$ cat src/rtl/mem_bus_arbiter_pkg.sv
// Shared bus types for the processor-to-memory port.
// Also holds the tag-ownership types used by the memory bus arbiter.
package mem_bus_arbiter_pkg;

    localparam int XLEN             = 32;
    localparam int TAG_W            = 4;
    localparam int NUM_TAGS_DEF     = 16;
    localparam int STARVE_LIMIT_DEF = 4;

    typedef enum logic [1:0] {
        BUS_NONE  = 2'h0,
        BUS_LOAD  = 2'h1,
        BUS_STORE = 2'h2
    } BUS_COMMAND;

    typedef enum logic {
        OWNER_FETCH = 1'b0,
        OWNER_DATA  = 1'b1
    } MEM_OWNER;

    typedef struct packed {
        logic     valid;
        MEM_OWNER owner;
        logic     squashed;
    } TAG_ENTRY;

endpackage

$ cat src/rtl/mem_bus_arbiter_if.sv
// Request, response and memory-port signals of the memory bus arbiter.
// The slave modport is the arbiter's view; master is the surrounding pipeline/memory.
interface mem_bus_arbiter_if;
    import mem_bus_arbiter_pkg::*;

    logic              fetch_req_valid;
    logic [XLEN-1:0]   fetch_req_addr;
    logic              fetch_ack;
    logic              fetch_flush;
    logic              fetch_resp_valid;
    logic [63:0]       fetch_resp_data;

    logic              data_req_valid;
    BUS_COMMAND        data_req_cmd;
    logic [XLEN-1:0]   data_req_addr;
    logic [63:0]       data_req_data;
    logic              data_ack;
    logic              data_resp_valid;
    logic [63:0]       data_resp_data;
    logic [TAG_W-1:0]  data_resp_tag;
    logic [TAG_W-1:0]  data_issue_tag;

    BUS_COMMAND        proc2mem_command;
    logic [XLEN-1:0]   proc2mem_addr;
    logic [63:0]       proc2mem_data;
    logic [TAG_W-1:0]  mem2proc_response;
    logic [63:0]       mem2proc_data;
    logic [TAG_W-1:0]  mem2proc_tag;

    modport slave (
        input  fetch_req_valid, fetch_req_addr, fetch_flush,
        input  data_req_valid, data_req_cmd, data_req_addr, data_req_data,
        input  mem2proc_response, mem2proc_data, mem2proc_tag,
        output fetch_ack, fetch_resp_valid, fetch_resp_data,
        output data_ack, data_resp_valid, data_resp_data, data_resp_tag, data_issue_tag,
        output proc2mem_command, proc2mem_addr, proc2mem_data
    );

    modport master (
        output fetch_req_valid, fetch_req_addr, fetch_flush,
        output data_req_valid, data_req_cmd, data_req_addr, data_req_data,
        output mem2proc_response, mem2proc_data, mem2proc_tag,
        input  fetch_ack, fetch_resp_valid, fetch_resp_data,
        input  data_ack, data_resp_valid, data_resp_data, data_resp_tag, data_issue_tag,
        input  proc2mem_command, proc2mem_addr, proc2mem_data
    );

endinterface

$ cat src/rtl/mem_tag_table.sv
// Per-tag owner table: records who issued each outstanding load and whether a
// branch flush has made a fetch load stale.
module mem_tag_table
    import mem_bus_arbiter_pkg::*;
#(
    parameter int NUM_TAGS = NUM_TAGS_DEF
) (
    input  logic             clock,
    input  logic             reset,
    input  logic             allocValid_i,
    input  logic [TAG_W-1:0] allocTag_i,
    input  MEM_OWNER         allocOwner_i,
    input  logic             flush_i,
    input  logic [TAG_W-1:0] lookupTag_i,
    input  logic             freeValid_i,
    output TAG_ENTRY         lookupEntry_o
);

    TAG_ENTRY table_q [NUM_TAGS];
    TAG_ENTRY table_d [NUM_TAGS];

    assign lookupEntry_o = table_q[lookupTag_i];

    // Squash first, then free the returning tag, then allocate, so a tag that
    // is returned and re-issued in the same cycle ends up holding the new load.
    always_comb begin
        table_d = table_q;
        for (int i = 0; i < NUM_TAGS; i++) begin
            if (flush_i && table_q[i].valid && table_q[i].owner == OWNER_FETCH) begin
                table_d[i].squashed = 1'b1;
            end
        end
        if (freeValid_i) begin
            table_d[lookupTag_i] = '0;
        end
        if (allocValid_i) begin
            table_d[allocTag_i].valid    = 1'b1;
            table_d[allocTag_i].owner    = allocOwner_i;
            table_d[allocTag_i].squashed = flush_i && (allocOwner_i == OWNER_FETCH);
        end
    end

    always_ff @(posedge clock) begin
        if (reset) begin
            for (int i = 0; i < NUM_TAGS; i++) begin
                table_q[i] <= '0;
            end
        end else begin
            table_q <= table_d;
        end
    end

endmodule

$ cat src/rtl/mem_bus_arbiter.sv
// Shares the single memory port between instruction fetch and the LSQ, with a
// starvation guard for fetch, and routes returning load data by tag owner.
module mem_bus_arbiter
    import mem_bus_arbiter_pkg::*;
#(
    parameter int NUM_TAGS     = NUM_TAGS_DEF,
    parameter int STARVE_LIMIT = STARVE_LIMIT_DEF
) (
    input  logic             clock,
    input  logic             reset,
    mem_bus_arbiter_if.slave bus
);

    localparam int               CNT_W      = $clog2(STARVE_LIMIT + 1);
    localparam logic [CNT_W-1:0] STARVE_MAX = CNT_W'(STARVE_LIMIT);

    logic [CNT_W-1:0] starveCnt_q, starveCnt_d;
    logic             fetchWins, dataWins, accepted, fetchAck, dataAck;
    logic             allocValid, retHit;
    MEM_OWNER         allocOwner;
    TAG_ENTRY         retEntry;

    // Data wins by default; fetch takes the port when alone or once starved.
    always_comb begin
        fetchWins  = !reset && bus.fetch_req_valid
                     && (starveCnt_q == STARVE_MAX || !bus.data_req_valid);
        dataWins   = !reset && bus.data_req_valid && !fetchWins;
        accepted   = bus.mem2proc_response != '0;
        fetchAck   = fetchWins && accepted;
        dataAck    = dataWins && accepted;
        allocValid = fetchAck || (dataAck && bus.data_req_cmd == BUS_LOAD);
        allocOwner = fetchAck ? OWNER_FETCH : OWNER_DATA;
    end

    always_comb begin
        bus.proc2mem_command = BUS_NONE;
        bus.proc2mem_addr    = '0;
        bus.proc2mem_data    = '0;
        if (fetchWins) begin
            bus.proc2mem_command = BUS_LOAD;
            bus.proc2mem_addr    = bus.fetch_req_addr;
        end else if (dataWins) begin
            bus.proc2mem_command = bus.data_req_cmd;
            bus.proc2mem_addr    = bus.data_req_addr;
            bus.proc2mem_data    = bus.data_req_data;
        end
    end

    always_comb begin
        retHit               = !reset && bus.mem2proc_tag != '0 && retEntry.valid;
        bus.fetch_ack        = fetchAck;
        bus.data_ack         = dataAck;
        bus.data_issue_tag   = dataAck ? bus.mem2proc_response : '0;
        bus.fetch_resp_valid = retHit && retEntry.owner == OWNER_FETCH && !retEntry.squashed;
        bus.data_resp_valid  = retHit && retEntry.owner == OWNER_DATA;
        bus.fetch_resp_data  = bus.fetch_resp_valid ? bus.mem2proc_data : '0;
        bus.data_resp_data   = bus.data_resp_valid ? bus.mem2proc_data : '0;
        bus.data_resp_tag    = bus.data_resp_valid ? bus.mem2proc_tag : '0;
    end

    // A granted-but-rejected fetch neither counts as a loss nor resets the count.
    always_comb begin
        starveCnt_d = starveCnt_q;
        if (!bus.fetch_req_valid || fetchAck) begin
            starveCnt_d = '0;
        end else if (!fetchWins && starveCnt_q != STARVE_MAX) begin
            starveCnt_d = starveCnt_q + 1'b1;
        end
    end

    always_ff @(posedge clock) begin
        if (reset) begin
            starveCnt_q <= '0;
        end else begin
            starveCnt_q <= starveCnt_d;
        end
    end

    mem_tag_table #(
        .NUM_TAGS (NUM_TAGS)
    ) u_tagTable (
        .clock         (clock),
        .reset         (reset),
        .allocValid_i  (allocValid),
        .allocTag_i    (bus.mem2proc_response),
        .allocOwner_i  (allocOwner),
        .flush_i       (bus.fetch_flush),
        .lookupTag_i   (bus.mem2proc_tag),
        .freeValid_i   (retHit),
        .lookupEntry_o (retEntry)
    );

endmodule

$ cat src/flat_wrapper.sv
// flat-port wrapper written by rule: the top's interface ports become plain ports
module mem_bus_arbiter_flat import mem_bus_arbiter_pkg::*;
#(
    parameter int NUM_TAGS     = NUM_TAGS_DEF,
    parameter int STARVE_LIMIT = STARVE_LIMIT_DEF
)
  (clock, reset, bus_fetch_req_valid, bus_fetch_req_addr, bus_fetch_flush, bus_data_req_valid, bus_data_req_cmd, bus_data_req_addr, bus_data_req_data, bus_mem2proc_response, bus_mem2proc_data, bus_mem2proc_tag, bus_fetch_ack, bus_fetch_resp_valid, bus_fetch_resp_data, bus_data_ack, bus_data_resp_valid, bus_data_resp_data, bus_data_resp_tag, bus_data_issue_tag, bus_proc2mem_command, bus_proc2mem_addr, bus_proc2mem_data);
  mem_bus_arbiter_if bus_i ();
  input  logic clock;
  input  logic reset;
  input wire logic [$bits(bus_i.fetch_req_valid)-1:0] bus_fetch_req_valid;
  input wire logic [$bits(bus_i.fetch_req_addr)-1:0] bus_fetch_req_addr;
  input wire logic [$bits(bus_i.fetch_flush)-1:0] bus_fetch_flush;
  input wire logic [$bits(bus_i.data_req_valid)-1:0] bus_data_req_valid;
  input wire logic [$bits(bus_i.data_req_cmd)-1:0] bus_data_req_cmd;
  input wire logic [$bits(bus_i.data_req_addr)-1:0] bus_data_req_addr;
  input wire logic [$bits(bus_i.data_req_data)-1:0] bus_data_req_data;
  input wire logic [$bits(bus_i.mem2proc_response)-1:0] bus_mem2proc_response;
  input wire logic [$bits(bus_i.mem2proc_data)-1:0] bus_mem2proc_data;
  input wire logic [$bits(bus_i.mem2proc_tag)-1:0] bus_mem2proc_tag;
  output wire logic [$bits(bus_i.fetch_ack)-1:0] bus_fetch_ack;
  output wire logic [$bits(bus_i.fetch_resp_valid)-1:0] bus_fetch_resp_valid;
  output wire logic [$bits(bus_i.fetch_resp_data)-1:0] bus_fetch_resp_data;
  output wire logic [$bits(bus_i.data_ack)-1:0] bus_data_ack;
  output wire logic [$bits(bus_i.data_resp_valid)-1:0] bus_data_resp_valid;
  output wire logic [$bits(bus_i.data_resp_data)-1:0] bus_data_resp_data;
  output wire logic [$bits(bus_i.data_resp_tag)-1:0] bus_data_resp_tag;
  output wire logic [$bits(bus_i.data_issue_tag)-1:0] bus_data_issue_tag;
  output wire logic [$bits(bus_i.proc2mem_command)-1:0] bus_proc2mem_command;
  output wire logic [$bits(bus_i.proc2mem_addr)-1:0] bus_proc2mem_addr;
  output wire logic [$bits(bus_i.proc2mem_data)-1:0] bus_proc2mem_data;
  assign bus_i.fetch_req_valid = bus_fetch_req_valid;
  assign bus_i.fetch_req_addr = bus_fetch_req_addr;
  assign bus_i.fetch_flush = bus_fetch_flush;
  assign bus_i.data_req_valid = bus_data_req_valid;
  assign bus_i.data_req_cmd = bus_data_req_cmd;
  assign bus_i.data_req_addr = bus_data_req_addr;
  assign bus_i.data_req_data = bus_data_req_data;
  assign bus_i.mem2proc_response = bus_mem2proc_response;
  assign bus_i.mem2proc_data = bus_mem2proc_data;
  assign bus_i.mem2proc_tag = bus_mem2proc_tag;
  assign bus_fetch_ack = bus_i.fetch_ack;
  assign bus_fetch_resp_valid = bus_i.fetch_resp_valid;
  assign bus_fetch_resp_data = bus_i.fetch_resp_data;
  assign bus_data_ack = bus_i.data_ack;
  assign bus_data_resp_valid = bus_i.data_resp_valid;
  assign bus_data_resp_data = bus_i.data_resp_data;
  assign bus_data_resp_tag = bus_i.data_resp_tag;
  assign bus_data_issue_tag = bus_i.data_issue_tag;
  assign bus_proc2mem_command = bus_i.proc2mem_command;
  assign bus_proc2mem_addr = bus_i.proc2mem_addr;
  assign bus_proc2mem_data = bus_i.proc2mem_data;
  mem_bus_arbiter #(.NUM_TAGS(NUM_TAGS), .STARVE_LIMIT(STARVE_LIMIT)) u_core (.clock(clock), .reset(reset), .bus(bus_i));
endmodule
$ cat config.mk
export PLATFORM = sky130hd
export DESIGN_NAME = mem_bus_arbiter_flat
export DESIGN_NICKNAME = d
export VERILOG_FILES = /design/src/rtl/mem_bus_arbiter_pkg.sv /design/src/rtl/mem_bus_arbiter_if.sv /design/src/rtl/mem_tag_table.sv /design/src/rtl/mem_bus_arbiter.sv /design/src/flat_wrapper.sv
export SDC_FILE = /design/constraint.sdc
export NUM_CORES = 1
export LEC_CHECK = 0
export ABC_AREA = 1
export CELL_PAD_IN_SITES_DETAIL_PLACEMENT = 1
export CELL_PAD_IN_SITES_GLOBAL_PLACEMENT = 2
export CORE_ASPECT_RATIO = 1.5
export CORE_MARGIN = 4
export CORE_UTILIZATION = 12
export DETAILED_ROUTE_END_ITERATION = 10
export PLACE_DENSITY_LB_ADDON = 0.2
export SYNTH_ARGS = -nofsm -noshare
export SYNTH_HDL_FRONTEND = slang
export SYNTH_SLANG_ARGS = --single-unit
$ cat constraint.sdc
create_clock -name clock -period 2.7 [get_ports clock]
set_input_delay 0.54 -clock clock [delete_from_list [all_inputs] [get_ports clock]]
set_output_delay 0.54 -clock clock [all_outputs]
set_load 0.01 [all_outputs]
==> results.py <==
metrics = {
    "clock_network": {
        "clockBufferDepth": 2,
        "clock_latency_ps": 300,
        "cts_buffers": 5,
        "cts_root_buffer": "clkbuf_16",
        "clkTransAtPathRegs_ps": 70,
        "cts.sinks": 51,
        "htree_num_levels": 2,
        "cts_tree": "yes",
    },
    "route": {
        "drc_errors": 0,
        "ant_nets": 0,
        "dr.pass1.iters": 4,
        "vias_per_cell": 3.996,
        "post_drt_wl_per_cell_um": 19.78,
        "drt_iter0_markers": 198,
        "finalWirelength_mm": 37.28,
        "via_count": 7533,
    },
    "grt": {
        "busiest_layer": "met2",
        "grtUsageMet2_pct": 34.69,
        "grt_max_degree": 33,
        "use_met1_pct": 14.85,
        "grtUsageTotal_pct": 16.81,
        "antenna_found_initial": 7,
        "grt_pass1_wl_mm": 52.17,
        "overflow": 0,
        "grt_use_met3_pct": 5.874,
        "grt_pass1_vias": 8089,
    },
    "hold_path": {
        "hold_end": "u_core.u_tagTable.table_q[1]",
        "min_path_cells": 2,
        "min_from": "u_core.u_tagTable.table_q[1]",
        "hold_path.class": "reg2reg",
    },
    "yosys": {
        "synth_top_family_by_area": "simple AND/OR/NAND/NOR gates",
        "synth_adder_area_share_pct": 0.5427,
        "synth-simple-area-share_pct": 38.78,
        "yosysSeqAreaShare_pct": 22.14,
        "syn_inst": 858,
        "yosys_warnings": 0,
        "synth_top_cell_by_area": "dfxtp_1",
        "synth.top_cells.by_area": "dfxtp_1 22%, nor2_1 19%, inv_1 14%, nand2_1 14%, a21oi_1 6.4%",
        "syn_area_per_cell_um2": 5.374,
        "synth_area_um2": 4611,
        "synth_top_area_share_pct": 22.14,
        "synth_seq_cells": 51,
        "synth_compound_area_share_pct": 18.59,
        "synth-xor-area-share_pct": 0.1900,
        "ys_types": 26,
        "syn_nets": 1067,
        "muxShareOfSynthArea_pct": 0,
    },
    "timing": {
        "fin_tns_setup_ps": -13380,
        "period_needed_ps": 2910,
        "drv_slew": 0,
        "timing.fmax_mhz": 343.6,
        "hold_viol_final": 0,
        "setup_viol": 131,
        "min_period_over_period_pct": 107.8,
        "rsz0062_at_grt": "yes",
        "clock_skew_ps": 6.003,
        "relSlewSlack_pct": 73.68,
        "worstMarginPinSlew_ps": 394.8,
        "layout_setup_ws_ps": -210.2,
    },
    "worst_setup_path": {
        "worst_setup_path_end_kind": "output port",
        "r2r_start": "u_core.starveCnt_q[0]",
        "ff2ff_setup_slack_ps": 470,
        "crit_top_cell": "buf_6",
        "path_cells": "buf_8, buf_6, nor2_4, buf_6, a22oi_2, nand2_1, nand2_1, nand2_2, nor2_4, nand3_4, buf_12, buf_16, buf_12, buf_6, nor2_4, buf_6",
        "critical-path-slowest-cell": "a22oi_2",
        "rr_worst_depth": 14,
        "critical_path_required_ps": 2160,
        "cp_max_fo": 8,
        "cp-start-kind": "input port",
        "slowest_delay_ps": 250,
        "critical_path.startpoint": "bus_mem2proc_tag[1]",
        "crit_arrival_ps": 2370,
        "worstReg2RegEnd": "u_core.u_tagTable.table_q[39]",
        "path_class": "in2out",
    },
    "placed_design": {
        "place_congestion": 0.8855,
        "port_buffers": 444,
        "dpl.hpwl_mm": 29.80,
        "place_area_um2": 10170,
    },
    "final_layout": {
        "final_nets": 1601,
        "multi_input_area_um2": 3493,
        "syn2layout_area_growth_pct": 156.6,
        "design_area_um2": 11830,
        "layout-drive-gt1-share_pct": 32.38,
        "final_cell_mix": "201 x clkdlybuf4s50_1, 167 x inv_1, 154 x nand2_1",
        "mostFrequentLayoutCell": "clkdlybuf4s50_1",
        "regArea_um2": 1021,
        "num-fill-cells": 4642,
    },
    "status": {
        "status": "complete, but fails checks",
        "violations": "setup timing",
    },
    "die": {
        "core-area_um2": 37770,
        "die_w_um": 168.0,
        "dieArea_um2": 41690,
        "fp.dieH_um": 248.1,
        "io_pins": 445,
        "rows": 87,
        "initial_utilization_pct": 12.21,
    },
    "job": {
        "drv_cap": 0,
    },
    "power_and_ir_drop": {
        "leakage_nw": 5.817,
        "powerDensity_nw_per_um2": 209.4,
        "ir_worst_vdd_uv": 221.9,
    },
}
[flip-flops by register name, indices dropped and copies added (netlist names)]
signal / count
u_core.u_tagTable.table_q: 48
u_core.starveCnt_q: 3
[metrics by stage]
stage / power, mW / util, % / hold slack, ps / cells / setup slack [ps]
global route: 2.607 / 31.32 / 480.7 / 1884 / -281.3
floorplan: 1.052 / - / 417.0 / 858 / 275.1
finish: 2.478 / 31.33 / 455.5 / 1885 / -210.2
global placement: 1.709 / 26.93 / 431.5 / 1824 / -1122
detailed placement: 1.713 / 26.93 / 445.8 / 1824 / -1103
CTS: 2.510 / 30.00 / 460.5 / 1878 / -294.0
[cell type report]
class	instances	share of cell area, %
Antenna cell	3	0.06345
Inverter	179	5.922
Clock inverter	2	0.2961
Multi-Input combinational cell	586	29.52
Timing Repair inverter	1	0.1375
Timing Repair Buffer	568	49.09
Tap cell	489	5.171
Clock buffer	6	1.174
Sequential cell	51	8.629
[worst max path at each step]
| stage | to | cells after the start |
|---|---|---|
| after CTS | bus_data_resp_data[62] | 21 |
| final | bus_fetch_resp_data[12] | 16 |
| after global placement | bus_fetch_resp_data[61] | 13 |
| after global routing | bus_data_resp_data[12] | 15 |
| after floorplan | bus_fetch_resp_data[12] | 11 |
| after detailed placement | bus_fetch_resp_data[61] | 13 |
[layer usage]
layer	vias up	routed length, um
met5	-	22
met4	4	1209
met3	45	3830
met2	421	20620
met1	3401	11600
li1	3662	-
[repair_timing]
item                                    in CTS  in global routing
hold buffers                                 0                  0
endpoints found under the setup margin     236                166
gates cloned                                20                  0
buffers inserted                            26                 10
hold endpoints to repair                     0                  0
pin swaps                                   29                 27
gates resized for setup                    922                161
[critical path, delay by kind of cell]
| family | cells | cell delay (ps) |
|---|---|---|
| buf+inv | 8 | 970 |
| simple gates | 7 | 590 |
| compound gates | 1 | 250 |
[power breakdown]
part / total (mW) / internal [mW] / leakage (nW) / switching [mW]
clock: 0.770 / 0.462 / 0.0869 / 0.308
combinational: 0.940 / 0.500 / 5.32 / 0.441
sequential: 0.767 / 0.760 / 0.411 / 0.00724
[cells in the mapped netlist (all sizes together)]
library cell and instances:
a211oi 1, a21oi 60, a22o 32, a22oi 8, a31oi 13, buf 22
clkbuf 20, dfxtp 51, ha 2, inv 179, nand2 176, nand3 18
nor2 253, o21ai 14, o21bai 3, o22ai 5, xor2 1
[logic make-up after synthesis]
group	Yosys count
AO/OA/AOI/OAI	136
XOR/XNOR	1
adder cells (fa/ha/maj)	2
buffers and inverters	221
flip-flops	51
AND/OR/NAND/NOR	447
Power figures use the tool's default switching activity.
